## config.mk

```make
export PLATFORM = sky130hd
export DESIGN_NAME = pc_sequencer
export DESIGN_NICKNAME = d
export VERILOG_FILES = /design/src/rtl/core_pkg.sv /design/src/rtl/pc_sequencer_next_pc_mux.sv /design/src/rtl/pc_sequencer.sv
export SDC_FILE = /design/constraint.sdc
export NUM_CORES = 1
export LEC_CHECK = 0
export BUFFER_PORTS_ARGS = -buffer_cell sky130_fd_sc_hd__buf_2
export CAP_MARGIN = 20
export CORE_UTILIZATION = 52
export CTS_CLUSTER_SIZE = 30
export DETAILED_ROUTE_END_ITERATION = 10
export GPL_ROUTABILITY_DRIVEN = 1
export PLACE_DENSITY = 0.88
export SYNTH_ARGS = -nofsm -noshare
export SYNTH_HDL_FRONTEND = slang
export SYNTH_SLANG_ARGS = --single-unit
```

## constraint.sdc

```tcl
create_clock -name clk -period 2.9 [get_ports clk]
set_input_delay 0.58 -clock clk [delete_from_list [all_inputs] [get_ports clk]]
set_output_delay 0.58 -clock clk [all_outputs]
set_load 0.02 [all_outputs]
```

## src/rtl/core_pkg.sv

```systemverilog
// Shared core definitions: address width, reset/trap vectors and the
// fetch-sequencer state and redirect-cause encodings.
package core_pkg;

    localparam int unsigned      CORE_XLEN        = 32;
    localparam logic [31:0]      RESET_VECTOR_DEF = 32'h0000_0000;
    localparam logic [31:0]      TRAP_VECTOR_DEF  = 32'h0000_0100;

    typedef enum logic [1:0] {
        BOOT  = 2'd0,
        FETCH = 2'd1,
        WAIT  = 2'd2
    } pcseq_state_t;

    // Encoded in ascending priority so a plain magnitude compare decides
    // whether a new redirect may overwrite a pending one.
    typedef enum logic [1:0] {
        NONE   = 2'd0,
        BRANCH = 2'd1,
        MRET   = 2'd2,
        TRAP   = 2'd3
    } redir_cause_t;

    function automatic logic cause_outranks(input redir_cause_t a, input redir_cause_t b);
        return a > b;
    endfunction

endpackage

```

## src/rtl/pc_sequencer_next_pc_mux.sv

```systemverilog
// Combinational next-PC priority select (trap > mret > branch > stall > +4).
// Honours PC_MISALIGN_TRAP_EN: misaligned branch/mret targets become traps.
module next_pc_mux
    import core_pkg::*;
#(
    parameter int unsigned     XLEN        = CORE_XLEN,
    parameter logic [XLEN-1:0] TRAP_VECTOR = TRAP_VECTOR_DEF
) (
    input  logic [XLEN-1:0] pc_i,
    input  logic            stall_i,
    input  logic            br_taken_i,
    input  logic [XLEN-1:0] br_target_i,
    input  logic            trap_i,
    input  logic            mret_i,
    input  logic [XLEN-1:0] mepc_i,
    output logic [XLEN-1:0] next_pc_o,
    output redir_cause_t    cause_o,
    output logic            misalign_o
);

    localparam logic [XLEN-1:0] ALIGN_MASK = ~XLEN'(3);

    logic [XLEN-1:0] br_tgt_w;
    logic [XLEN-1:0] mepc_tgt_w;
    logic            br_lowbits_w;
    logic            mepc_lowbits_w;

    assign br_tgt_w       = br_target_i & ALIGN_MASK;
    assign mepc_tgt_w     = mepc_i & ALIGN_MASK;
    assign br_lowbits_w   = |br_target_i[1:0];
    assign mepc_lowbits_w = |mepc_i[1:0];

    always_comb begin
        cause_o    = NONE;
        next_pc_o  = pc_i + XLEN'(4);
        misalign_o = 1'b0;
        if (trap_i) begin
            cause_o   = TRAP;
            next_pc_o = TRAP_VECTOR;
        end else if (mret_i) begin
            cause_o   = MRET;
            next_pc_o = mepc_tgt_w;
`ifdef PC_MISALIGN_TRAP_EN
            if (mepc_lowbits_w) begin
                cause_o    = TRAP;
                next_pc_o  = TRAP_VECTOR;
                misalign_o = 1'b1;
            end
`endif
        end else if (br_taken_i) begin
            cause_o   = BRANCH;
            next_pc_o = br_tgt_w;
`ifdef PC_MISALIGN_TRAP_EN
            if (br_lowbits_w) begin
                cause_o    = TRAP;
                next_pc_o  = TRAP_VECTOR;
                misalign_o = 1'b1;
            end
`endif
        end else if (stall_i) begin
            next_pc_o = pc_i;
        end
`ifndef PC_MISALIGN_TRAP_EN
        // Low target bits are simply cleared; keep the detectors referenced.
        misalign_o = misalign_o & br_lowbits_w & mepc_lowbits_w;
`endif
    end

endmodule

```

## src/rtl/pc_sequencer.sv

```systemverilog
// Fetch PC sequencer: owns the IF program counter, the imem handshake and
// the redirect flushes. Optional macro PC_MISALIGN_TRAP_EN enables misalign traps.
module pc_sequencer
    import core_pkg::*;
#(
    parameter int unsigned     XLEN         = CORE_XLEN,
    parameter logic [XLEN-1:0] RESET_VECTOR = RESET_VECTOR_DEF,
    parameter logic [XLEN-1:0] TRAP_VECTOR  = TRAP_VECTOR_DEF
) (
    input  logic            clk,
    input  logic            rst,
    input  logic            stall_i,
    input  logic            br_taken_i,
    input  logic [XLEN-1:0] br_target_i,
    input  logic            trap_i,
    input  logic            mret_i,
    input  logic [XLEN-1:0] mepc_i,
    output logic            imem_req_o,
    output logic [XLEN-1:0] imem_addr_o,
    input  logic            imem_ready_i,
    output logic [XLEN-1:0] pc_o,
    output logic            pc_valid_o,
    output logic            flush_if_id_o,
    output logic            flush_id_ex_o,
    output logic            misalign_o
);

    pcseq_state_t    state_q;
    logic [XLEN-1:0] pc_q;
    logic [XLEN-1:0] pc_d;
    logic            req_q;
    logic            pend_vld_q;
    logic [XLEN-1:0] pend_tgt_q;
    redir_cause_t    pend_cause_q;

    logic [XLEN-1:0] next_pc_w;
    redir_cause_t    cause_w;
    logic            misalign_w;
    logic            active_w;
    logic            redir_w;
    logic            accept_w;

    next_pc_mux #(
        .XLEN        (XLEN),
        .TRAP_VECTOR (TRAP_VECTOR)
    ) u_next_pc_mux (
        .pc_i        (pc_q),
        .stall_i     (stall_i),
        .br_taken_i  (br_taken_i),
        .br_target_i (br_target_i),
        .trap_i      (trap_i),
        .mret_i      (mret_i),
        .mepc_i      (mepc_i),
        .next_pc_o   (next_pc_w),
        .cause_o     (cause_w),
        .misalign_o  (misalign_w)
    );

    assign active_w = (state_q != BOOT);
    assign redir_w  = (cause_w != NONE);

    // A redirect is taken (and flushes) only if nothing of equal or higher
    // priority is already parked waiting for the memory.
    assign accept_w = active_w && redir_w &&
                      (!pend_vld_q || cause_outranks(cause_w, pend_cause_q));

    always_comb begin
        pc_d = next_pc_w;
        if (pend_vld_q && !accept_w) begin
            pc_d = pend_tgt_q;
        end
    end

    always_ff @(posedge clk or posedge rst) begin
        if (rst) begin
            state_q      <= BOOT;
            pc_q         <= RESET_VECTOR;
            req_q        <= 1'b0;
            pend_vld_q   <= 1'b0;
            pend_tgt_q   <= '0;
            pend_cause_q <= NONE;
        end else begin
            case (state_q)
                BOOT: begin
                    state_q <= FETCH;
                    req_q   <= 1'b1;
                end
                FETCH, WAIT: begin
                    if (imem_ready_i) begin
                        state_q      <= FETCH;
                        pc_q         <= pc_d;
                        pend_vld_q   <= 1'b0;
                        pend_cause_q <= NONE;
                    end else begin
                        // Address must stay put until the memory accepts it.
                        state_q <= WAIT;
                        if (accept_w) begin
                            pend_vld_q   <= 1'b1;
                            pend_tgt_q   <= next_pc_w;
                            pend_cause_q <= cause_w;
                        end
                    end
                end
                default: begin
                    state_q <= BOOT;
                    req_q   <= 1'b0;
                end
            endcase
        end
    end

    assign pc_o          = pc_q;
    assign imem_addr_o   = pc_q;
    assign imem_req_o    = req_q;
    assign pc_valid_o    = active_w && imem_ready_i && !stall_i && !redir_w && !pend_vld_q;
    assign flush_if_id_o = accept_w;
    assign flush_id_ex_o = accept_w;
    assign misalign_o    = accept_w & misalign_w;

endmodule

```

# After elaboration in Yosys (flattened, before gate mapping)
# Index checks and enable logic that the tools add are counted.
classes:
  bitwise_logic: 1
  n_reduce_logical: 20
  n_eq_ne: 2
  add_sub_neg: 1
  muxes: 15
  order_cmp: 1
op_table:
  columns: ["cell", "count"]
  rows:
  - ["$mux W32", 5]
  - ["$add A32 B3 Y32 const B", 1]
  - ["$mux W2", 5]
  - ["$logic_and A1 B1 Y1", 7]
  - ["$reduce_bool A2 Y1", 3]
  - ["$logic_not A1 Y1", 4]
  - ["$pmux W2 S2", 1]
  - ["$reduce_and A2 Y1", 2]
  - ["$mux W1", 3]
  - ["$reduce_and A3 Y1", 1]
  - ["$eq A2 B1 Y1 const B", 1]
  - ["$eq A2 B2 Y1 const B", 1]
  - ["$gt A2 B2 Y1", 1]
  - ["$logic_not A2 Y1", 1]
  - ["$pmux W1 S2", 1]
  - ["$reduce_or A2 Y1", 1]
  - ["$logic_or A1 B1 Y1", 1]
  - ["$not A1 Y1", 1]
word_totals:
  input_bits: 71
  ff_bits: 70
  word_cells: 46

# Logic depth before layout (Yosys ltp)
# Gate-level depths: netlist of the first run.
depth:
  ltp_word: 9
  depth_mapped: 13

# By module
# Synthesis of the first run repeated with hierarchy kept, for this count alone.
hier_totals:
  hier_cells: 512
  hier_area_um2: 4807.1
by_module_without_submodules:
  columns: ["module", "instances", "area_per_inst_um2", "cells_each", "seq_area_each_um2"]
  rows:
  - ["pc_sequencer", 1, 3524.6, 321, 1751.7]
  - ["next_pc_mux", 1, 1282.5, 191, 0.0]

# Worst setup path before layout of the first run
# No wires, ideal clock.
synth_timing:
  path_type: "input to output"
  from: "input trap_i"
  to: "output flush_if_id_o"
  n_path_buf: 3
  t_arrival_ns: 2.406
  stages: 8
  slack_ns: -0.086
  t_required_ns: 2.320
  cell_sequence: "buf_1 > buf_1 > nor2_1 > ha_1 > nand2_1 > o21ai_0 > a211oi_4 > buf_4"
synth_via:
  elab_chain_cells: 4
  word_cells_on_any_way: 6
  classes_between: "order compare: 1; mux: 1; reduce/logical: 4"
synth_rtl:
  columns: ["element", "line", "source"]
  rows:
  - ["start, declared", "pc_sequencer.sv:15", "input logic trap_i,"]
  - ["$mux W2 *", "pc_sequencer_next_pc_mux.sv:37", "if (trap_i) begin"]
  - ["$gt A2 B2 Y1 or $reduce_bool A2 Y1 (tied branches)", "core_pkg.sv:25, pc_sequencer.sv:60", null]
  - ["$logic_or A1 B1 Y1 or $logic_and A1 B1 Y1 (tied branches)", "pc_sequencer.sv:65, pc_sequencer.sv:64", null]
  - ["$logic_and A1 B1 Y1 *", "pc_sequencer.sv:64", "assign accept_w = active_w && redir_w &&"]
  - ["end, declared", "pc_sequencer.sv:23", "output logic flush_if_id_o,"]
# Mark *: on every way between the ends. The rest lies on a longest branch, timed or not.

# Final worst setup path of the first run
layout_timing:
  from: "input trap_i"
  to: "output flush_id_ex_o"
layout_via:
  elab_chain_cells: 4
  word_cells_on_any_way: 6
  classes_between: "order compare: 1; mux: 1; reduce/logical: 4"
layout_rtl:
  columns: ["element", "line", "source"]
  rows:
  - ["$mux W2 *", "pc_sequencer_next_pc_mux.sv:37", null]
  - ["$gt A2 B2 Y1 or $reduce_bool A2 Y1 (tied branches)", "core_pkg.sv:25, pc_sequencer.sv:60", null]
  - ["$logic_or A1 B1 Y1 or $logic_and A1 B1 Y1 (tied branches)", "pc_sequencer.sv:65, pc_sequencer.sv:64", null]
  - ["$logic_and A1 B1 Y1 *", "pc_sequencer.sv:64", null]
  - ["end, declared", "pc_sequencer.sv:24", "output logic flush_id_ex_o,"]
# Marks and branches as above.

==> impl_summary.txt, run 1 <==
----------------------------------------------------
[STA]
  Setup skew after layout ... 6.02 ps
  RSZ-0062 raised after global routing ... no
  Count of pins over their slew limit ... 0
  Hold violation count in the final report ... 0
  Top achievable clock speed ... 0.356 GHz
  Total Negative Setup Slacks ... 0 ps
  Final critical-path share of the clock period ... 97.0%
  # setup viols final ... 0
  Normalized max-slew margin ... 54.3%
  Crit path time final ... 2810 ps
  Transition time at the pin with the least slew margin ... 686 ps

[Placement]
  Post-placement cell count ... 713
  Estimated wirelength of the detail-placed design ... 9520 microns
  Placer Congestion ... 0.894
  IO buf count ... 134

[CTS]
  Master cell of the clock root buffer ... sky130_fd_sc_hd__clkbuf_8
  Total clock sinks ... 70
  H-Tree Level Count ... 3
  Clock tree from TritonCTS ... built
  Buffer depth of the longest clock path ... 2
  Register clock-pin slew on the reported worst setup and hold paths ... 70 ps
  Number of buffers created by CTS ... 9
  Clock latency on the worst-skew pair ... 350 ps

[Floorplanning]
  Core Footprint ... 8300 sq um
  Die outline width ... 94.9 microns
  Die height ... 94.9 microns
  Area enclosed by the die boundary ... 9000 sq um
  Top-Level Pins ... 140
  Core Rows ... 33
  Starting density of the core ... 54.0%

[Worst setup path]
  Cell type of the slowest stage on the worst timing path ... sky130_fd_sc_hd__a211oi_4
  Cells along the critical path ... buf_2 > nor2_1 > inv_1 > ha_1 > nor2b_1 > o21ai_1 > a211oi_4 > buf_4
  Highest net fanout along the worst path ... 7
  Critical path startpoint category ... input pin
  Startpoint-to-endpoint class of the critical path ... input pin to output pin
  Critical Path End Type ... output pin
  Arrival time worst endpoint ... 2230 ps
  Required time of the critical path ... 2320 ps
  Number of cell instances on the worst register-to-register path ... 6
  Slowest cell delay on critical path ... 400 ps

[Final layout]
  Fill cells ... 681
  Diodes inserted ... 0
  Area taken by multi-input logic gates ... 2310 sq um
  FF+latch area ... 1750 sq um
  Non-filler instance count after layout ... 729
  Most common cell after layout, fill and taps aside ... sky130_fd_sc_hd__buf_2
  Area growth syn-to-layout ... 17.4%
  Commonest cells after routing, fill and taps aside ... 132 x sky130_fd_sc_hd__buf_2, 70 x sky130_fd_sc_hd__dfrtp_1, 59 x sky130_fd_sc_hd__nand2_1, 49 x sky130_fd_sc_hd__o21ai_0, 45 x sky130_fd_sc_hd__nor2_1
  Final nets ... 696
  Share of layout cells above drive strength 1 ... 31.7%

[Drt]
  WL per Instance ... 18.1 microns
  Antenna viol nets, final ... 0
  Via count ... 4495
  First-iteration detailed-routing DRC count ... 336
  Number of vias per cell after detailed routing ... 6.17
  Remaining routing DRC violations ... 0
  Drt total wl ... 13200 microns
  DR pass1 iterations ... 5

[Synth]
  Dominant cell type by area after synthesis ... sky130_fd_sc_hd__dfrtp_1
  Leading cell types by total area after synthesis ... sky130_fd_sc_hd__dfrtp_1 39%, sky130_fd_sc_hd__buf_4 5.7%, sky130_fd_sc_hd__o21ai_0 5.6%
  Area share of the largest cell type after synthesis ... 39.1%
  Most instantiated flip-flop cell in the synthesis netlist ... sky130_fd_sc_hd__dfrtp_1
  Post-synthesis sequential area ratio ... 39.1%
  Post-synthesis net count ... 594
  Yosys reg bits ... 70
  Number of synthesized flops with an enable pin ... 0
  Distinct cells, synth ... 66
  Post-synthesis instance total ... 518
  Average instance area after synthesis ... 8.66 sq um
  Mapped Area ... 4480 sq um
  Fraction of synthesis flops using an asynchronous set or reset pin ... 100%
  Count of yosys warnings during synthesis ... 0

[GRT]
  Maximum number of pins on one net before global-route repair ... 43
  Met1 track utilization from global routing ... 38.9%
  Number of global-route vias before repair ... 4380
  Global routing's busiest layer ... met2
  Met2 usage ... 51.4%
  Aggregate global-route resource usage ... 31.3%
  Met3 Resource Use GR ... 6.60%
  Gr ovfl total ... 0
  Global-route wire length before repair ... 21300 microns
  Number of antenna violations at the first check in global routing ... 0

[Power]
  PD cells ... 980 nW/um^2
  Worst supply voltage drop on vdd ... 0.445 mV
  Leakage power summed over all cells ... 2.56 nW

[Min path]
  Path type of the worst min-delay path ... input pin to asynchronous set/reset pin

[Status]
  Outcome ... completed

[Job]
  Count of maximum capacitance violations ... 0

----------------------------------------------------
==> cell usage after synthesis, drive strengths merged (2+ instances only) <==
cell and instances:
o221ai 9, nand2b 2, and3 21, and4 2
a21oi 36, a311oi 2, or2 2, o31ai 4
dfrtp 70, or3 4, nor4 4, a211o 3
o21ai 54, o211ai 7, a32o 2, nor2b 3
xnor2 15, nand3 19, nand2 59, o22ai 13
a31oi 3, nor2 47, nor3 7, a211oi 5
nand4 5, a2bb2oi 3, a311o 3, mux2i 3
xor2 4, mux2 9, buf 48, ha 5
inv 9, and2 4, clkbuf 17, a22oi 2
==> area by class of cell <==
| class | count | area share (%) |
|---|---|---|
| clock buffer | 14 | 3.09 |
| sequential | 70 | 33.3 |
| multi-input combinational | 373 | 43.9 |
| tap | 105 | 2.49 |
| timing repair buffer | 156 | 16.4 |
| inverter | 10 | 0.713 |
| clock inverter | 1 | 0.0950 |
==> logic make-up (layout without fill, tap and decap cells) <==
logic type,Yosys count,in the layout,share of synthesized area [%]
and+or+nand+nor,183,183,21.7
AOI/OAI and AO/OA,153,153,21.7
buffers and inverters,75,181,9.43
DFF,70,70,39.1
xor gates and xnor gates,19,19,3.71
muxes,12,12,2.93
adders and majority gates,5,5,1.40
other,1,1,0.0836
==> per-stage QoR <==
| step | util (%) | setup WS, ps | instance area (sq um) | power, mW | hold slack [ps] |
|---|---|---|---|---|---|
| 2_1_floorplan | - | 43.9 | 4490 | 3.70 | 440 |
| 3_3_place_gp | 61.3 | 184 | 5080 | 4.25 | 451 |
| 3_5_place_dp | 61.3 | 58.2 | 5080 | 4.38 | 466 |
| 4_1_cts | 63.3 | 90.4 | 5250 | 5.09 | 325 |
| 5_1_grt | 63.5 | 26.6 | 5270 | 5.52 | 365 |
| 6_report | 63.5 | 87.4 | 5270 | 5.16 | 311 |
==> report_power, final <==
group	switching (mW)	total (mW)	internal (mW)	leakage, nW
sequential	0.472	1.84	1.37	0.899
combinational	1.63	2.60	0.976	1.57
clock	0.363	0.716	0.353	0.0865
total	2.46	5.16	2.70	2.56
==> sequential cells by signal, summed over array words and instances (netlist names) <==
name and cells:
pend_tgt_q 32, pend_vld_q 1, state_q 2, imem_addr_o 32, imem_req_o 1, pend_cause_q 2
==> routing by layer <==
| metal | vias to the layer above | routed length [microns] |
|---|---|---|
| met3 | 45 | 1180 |
| met5 | - | 0 |
| li1 | 2027 | - |
| met4 | 0 | 508 |
| met1 | 2146 | 5150 |
| met2 | 277 | 6350 |
==> critical path: cells and delay by family <==
family	cells	cell delay, ps
AO/OA/AOI/OAI	2	540
adder cells (fa/ha/maj)	1	320
buffers and inverters	3	470
AND/OR/NAND/NOR	2	310
==> final timing paths <==
| kind | start | to | slack (ps) |
|---|---|---|---|
| setup / recovery | trap_i | flush_id_ex_o | 90 |
| min in group clk | imem_ready_i | state_q[1] | 470 |
| setup reg to reg | imem_addr_o[2] | pend_tgt_q[28] | 590 |
| hold / removal | rst | imem_addr_o[0] | 310 |
| max in group asynchronous | rst | pend_tgt_q[16] | 1930 |
| hold reg to reg | pend_tgt_q[12] | pend_tgt_q[12] | 480 |
==> repair_timing <==
item	CTS	global route
resized for setup	0	4
hold buffers	0	0
setup endpoints to repair	0	2
setup buffers	0	1
Power figures use the tool's default switching activity.
==> run 2, diff against run 1 <==
==> constraint.sdc (replaced) <==
create_clock -name clk -period 2.9 [get_ports clk]
set_input_delay 0.29 -clock clk [delete_from_list [all_inputs] [get_ports clk]]
set_output_delay 0.29 -clock clk [all_outputs]
set_load 0.02 [all_outputs]
==> impl_summary.txt, run 2 (synthesis gave the netlist of run 1 again) <==
----------------------------------------------------
[Placement]
  Post-placement cell count ... 713 (unchanged)
  IO buf count ... 134 (unchanged)
  Placer Congestion ... 0.887 (was 0.894)
  Estimated wirelength of the detail-placed design ... 9310 microns (was 9520 microns)

[Final layout]
  Commonest cells after routing, fill and taps aside ... 134 x sky130_fd_sc_hd__buf_2, 70 x sky130_fd_sc_hd__dfrtp_1, 59 x sky130_fd_sc_hd__nand2_1, 50 x sky130_fd_sc_hd__o21ai_0, 46 x sky130_fd_sc_hd__nor2_1 (was 132 x sky130_fd_sc_hd__buf_2, 70 x sky130_fd_sc_hd__dfrtp_1, 59 x sky130_fd_sc_hd__nand2_1, 49 x sky130_fd_sc_hd__o21ai_0, 45 x sky130_fd_sc_hd__nor2_1)
  Most common cell after layout, fill and taps aside ... sky130_fd_sc_hd__buf_2 (unchanged)
  Share of layout cells above drive strength 1 ... 31.7% (about the same)
  Diodes inserted ... 0 (unchanged)
  Non-filler instance count after layout ... 730 (was 729)
  Final nets ... 696 (unchanged)
  Area growth syn-to-layout ... 18.1% (was 17.4%)

[STA]
  Hold violation count in the final report ... 0 (unchanged)
  RSZ-0062 raised after global routing ... no (unchanged)
  Minimum hold slack ... 182 ps (was 311 ps)
  Top achievable clock speed ... 0.418 GHz (was 0.356 GHz)
  Crit path time final ... 2390 ps (was 2810 ps)
  Total Negative Setup Slacks ... 0 ps (unchanged)
  Normalized max-slew margin ... 62.0% (was 54.3%)
  Count of pins over their slew limit ... 0 (unchanged)
  # setup viols final ... 0 (unchanged)
  Setup skew after layout ... 6.74 ps (was 6.02 ps)
  Transition time at the pin with the least slew margin ... 570 ps (was 686 ps)
  Final critical-path share of the clock period ... 82.5% (was 97.0%)

[Min path]
  Path type of the worst min-delay path ... input pin to flop (was input pin to asynchronous set/reset pin)

[CTS]
  Buffers inserted by post-CTS timing repair ... 0 (unchanged)
  Register clock-pin slew on the reported worst setup and hold paths ... 70 ps (about the same)
  Total clock sinks ... 70 (unchanged)
  Master cell of the clock root buffer ... sky130_fd_sc_hd__clkbuf_8 (unchanged)
  Number of buffers created by CTS ... 9 (unchanged)
  H-Tree Level Count ... 3 (unchanged)
  Clock tree from TritonCTS ... built (unchanged)
  Buffer depth of the longest clock path ... 2 (unchanged)
  Clock latency on the worst-skew pair ... 350 ps (about the same)

[Power]
  Power dissipated by switching net loads ... 2.48 mW (was 2.46 mW)
  Sequential Power Share ... 35.5% (was 35.7%)
  Part of the total power dissipated in the clock network ... 15.5% (was 13.9%)
  Tot Pwr ... 5.24 mW (was 5.16 mW)
  Net switching share of the total power ... 47.3% (was 47.7%)
  Leakage power summed over all cells ... 2.57 nW (was 2.56 nW)
  Part of the total power dissipated in combinational logic ... 48.9% (was 50.4%)
  Worst supply voltage drop on vdd ... 0.569 mV (was 0.445 mV)
  P_int ... 2.76 mW (was 2.70 mW)
  PD cells ... 990 nW/um^2 (was 980 nW/um^2)

[GRT]
  Number of antenna violations at the first check in global routing ... 0 (unchanged)
  Global-route wire length before repair ... 20600 microns (was 21300 microns)
  Maximum number of pins on one net before global-route repair ... 44 (was 43)
  Number of global-route vias before repair ... 4325 (was 4380)
  Aggregate global-route resource usage ... 30.2% (was 31.3%)
  Gr ovfl total ... 0 (unchanged)

[Worst setup path]
  Arrival time worst endpoint ... 2610 ps (was 2230 ps)
  Worst path buffer plus inverter count ... 0 (was 3)
  Kind of cell adding the most delay to the critical path ... simple AND/OR/NAND/NOR gates (was compound AO/OA/AOI/OAI gates)
  Required time of the critical path ... 3120 ps (was 2320 ps)
  Critical Path End Type ... flop (was output pin)
  Slowest cell delay on critical path ... 600 ps (was 400 ps)
  Startpoint-to-endpoint class of the critical path ... flop to flop (was input pin to output pin)
  Highest net fanout along the worst path ... 6 (was 7)
  Cells along the critical path ... ha_1 > and3b_1 > nand3_1 > or3_2 > o211ai_1 > o21ai_0 (was buf_2 > nor2_1 > inv_1 > ha_1 > nor2b_1 > o21ai_1 > a211oi_4 > buf_4)
  Critical path startpoint category ... flop (was input pin)
  Cell type of the slowest stage on the worst timing path ... sky130_fd_sc_hd__or3_2 (was sky130_fd_sc_hd__a211oi_4)

[Floorplanning]
  Die outline width ... 94.9 microns (unchanged)
  Area enclosed by the die boundary ... 9000 sq um (unchanged)
  Top-Level Pins ... 140 (unchanged)
  Core Rows ... 33 (unchanged)
  Die height ... 94.9 microns (unchanged)
  Starting density of the core ... 54.0% (unchanged)
  Core Footprint ... 8300 sq um (unchanged)

[Drt]
  DR pass1 iterations ... 5 (unchanged)
  Via count ... 4519 (was 4495)
  Antenna viol nets, final ... 0 (unchanged)
  First-iteration detailed-routing DRC count ... 344 (was 336)
  Number of vias per cell after detailed routing ... 6.19 (was 6.17)
  WL per Instance ... 18.1 microns (about the same)
  Remaining routing DRC violations ... 0 (unchanged)
  Drt total wl ... 13200 microns (unchanged)

[Job]
  Count of maximum capacitance violations ... 0 (unchanged)

[Status]
  Outcome ... completed (unchanged)

----------------------------------------------------
## run 2: worst paths after layout
| kind | startpoint | endpoint | slack [ps] | cells after the start |
|---|---|---|---|---|
| min reg2reg | pend_tgt_q[19] | pend_tgt_q[19] | 480 | 2 |
| max in group asynchronous | rst | pend_tgt_q[31] | 1600 | 5 |
| max reg2reg | imem_addr_o[2] | pend_tgt_q[30] | 510 | 6 |
| min | imem_ready_i | pend_cause_q[1] | 180 | 2 |
| max | imem_addr_o[2] | pend_tgt_q[30] | 510 | 6 |
| min in group asynchronous | rst | state_q[0] | 500 | 3 |
## run 2: final cells by class
type                       instances  area (sq um)
clock buffer                      13           159
sequential                        70          1750
fill                             674          3000
tap                              105           131
inverter                          10          37.5
multi-input combinational        373          2310
timing repair buffer             156           863
clock inverter                     3          42.5
## run 2: routing by layer
layer / routed length [microns] / global-route usage (%) / up-vias
li1: - / - / 2028
met2: 6420 / 50.0 / 258
met5: 0 / 0 / -
met3: 1150 / 6.20 / 40
met4: 453 / 16.9 / 0
met1: 5170 / 36.6 / 2193
## run 2: power groups by stage
| stage | clock network [mW] | logic (mW) | registers [mW] |
|---|---|---|---|
| 6_report | 0.815 | 2.56 | 1.86 |
| 4_1_cts | 0.814 | 2.55 | 1.83 |
| 2_1_floorplan | 0 | 1.75 | 1.95 |
| 5_1_grt | 0.853 | 2.78 | 1.91 |
| 3_5_place_dp | 0 | 2.54 | 1.85 |
| 3_3_place_gp | 0 | 2.44 | 1.81 |
## run 2: repair_timing
item | CTS | global route
hold endpoints to repair | 20 | 0
resized for setup | 0 | 0
endpoints found under the setup margin | 0 | 0
hold buffers | 1 | 0
## run 2: metrics by stage
stage / setup slack, ps / cell area [sq um] / utilization (%)
finish: 508 / 5300 / 63.8
global route: 363 / 5300 / 63.8
CTS: 550 / 5300 / 63.8
detailed placement: 284 / 5080 / 61.3
global placement: 365 / 5060 / 61.0
floorplan: 241 / 4480 / -
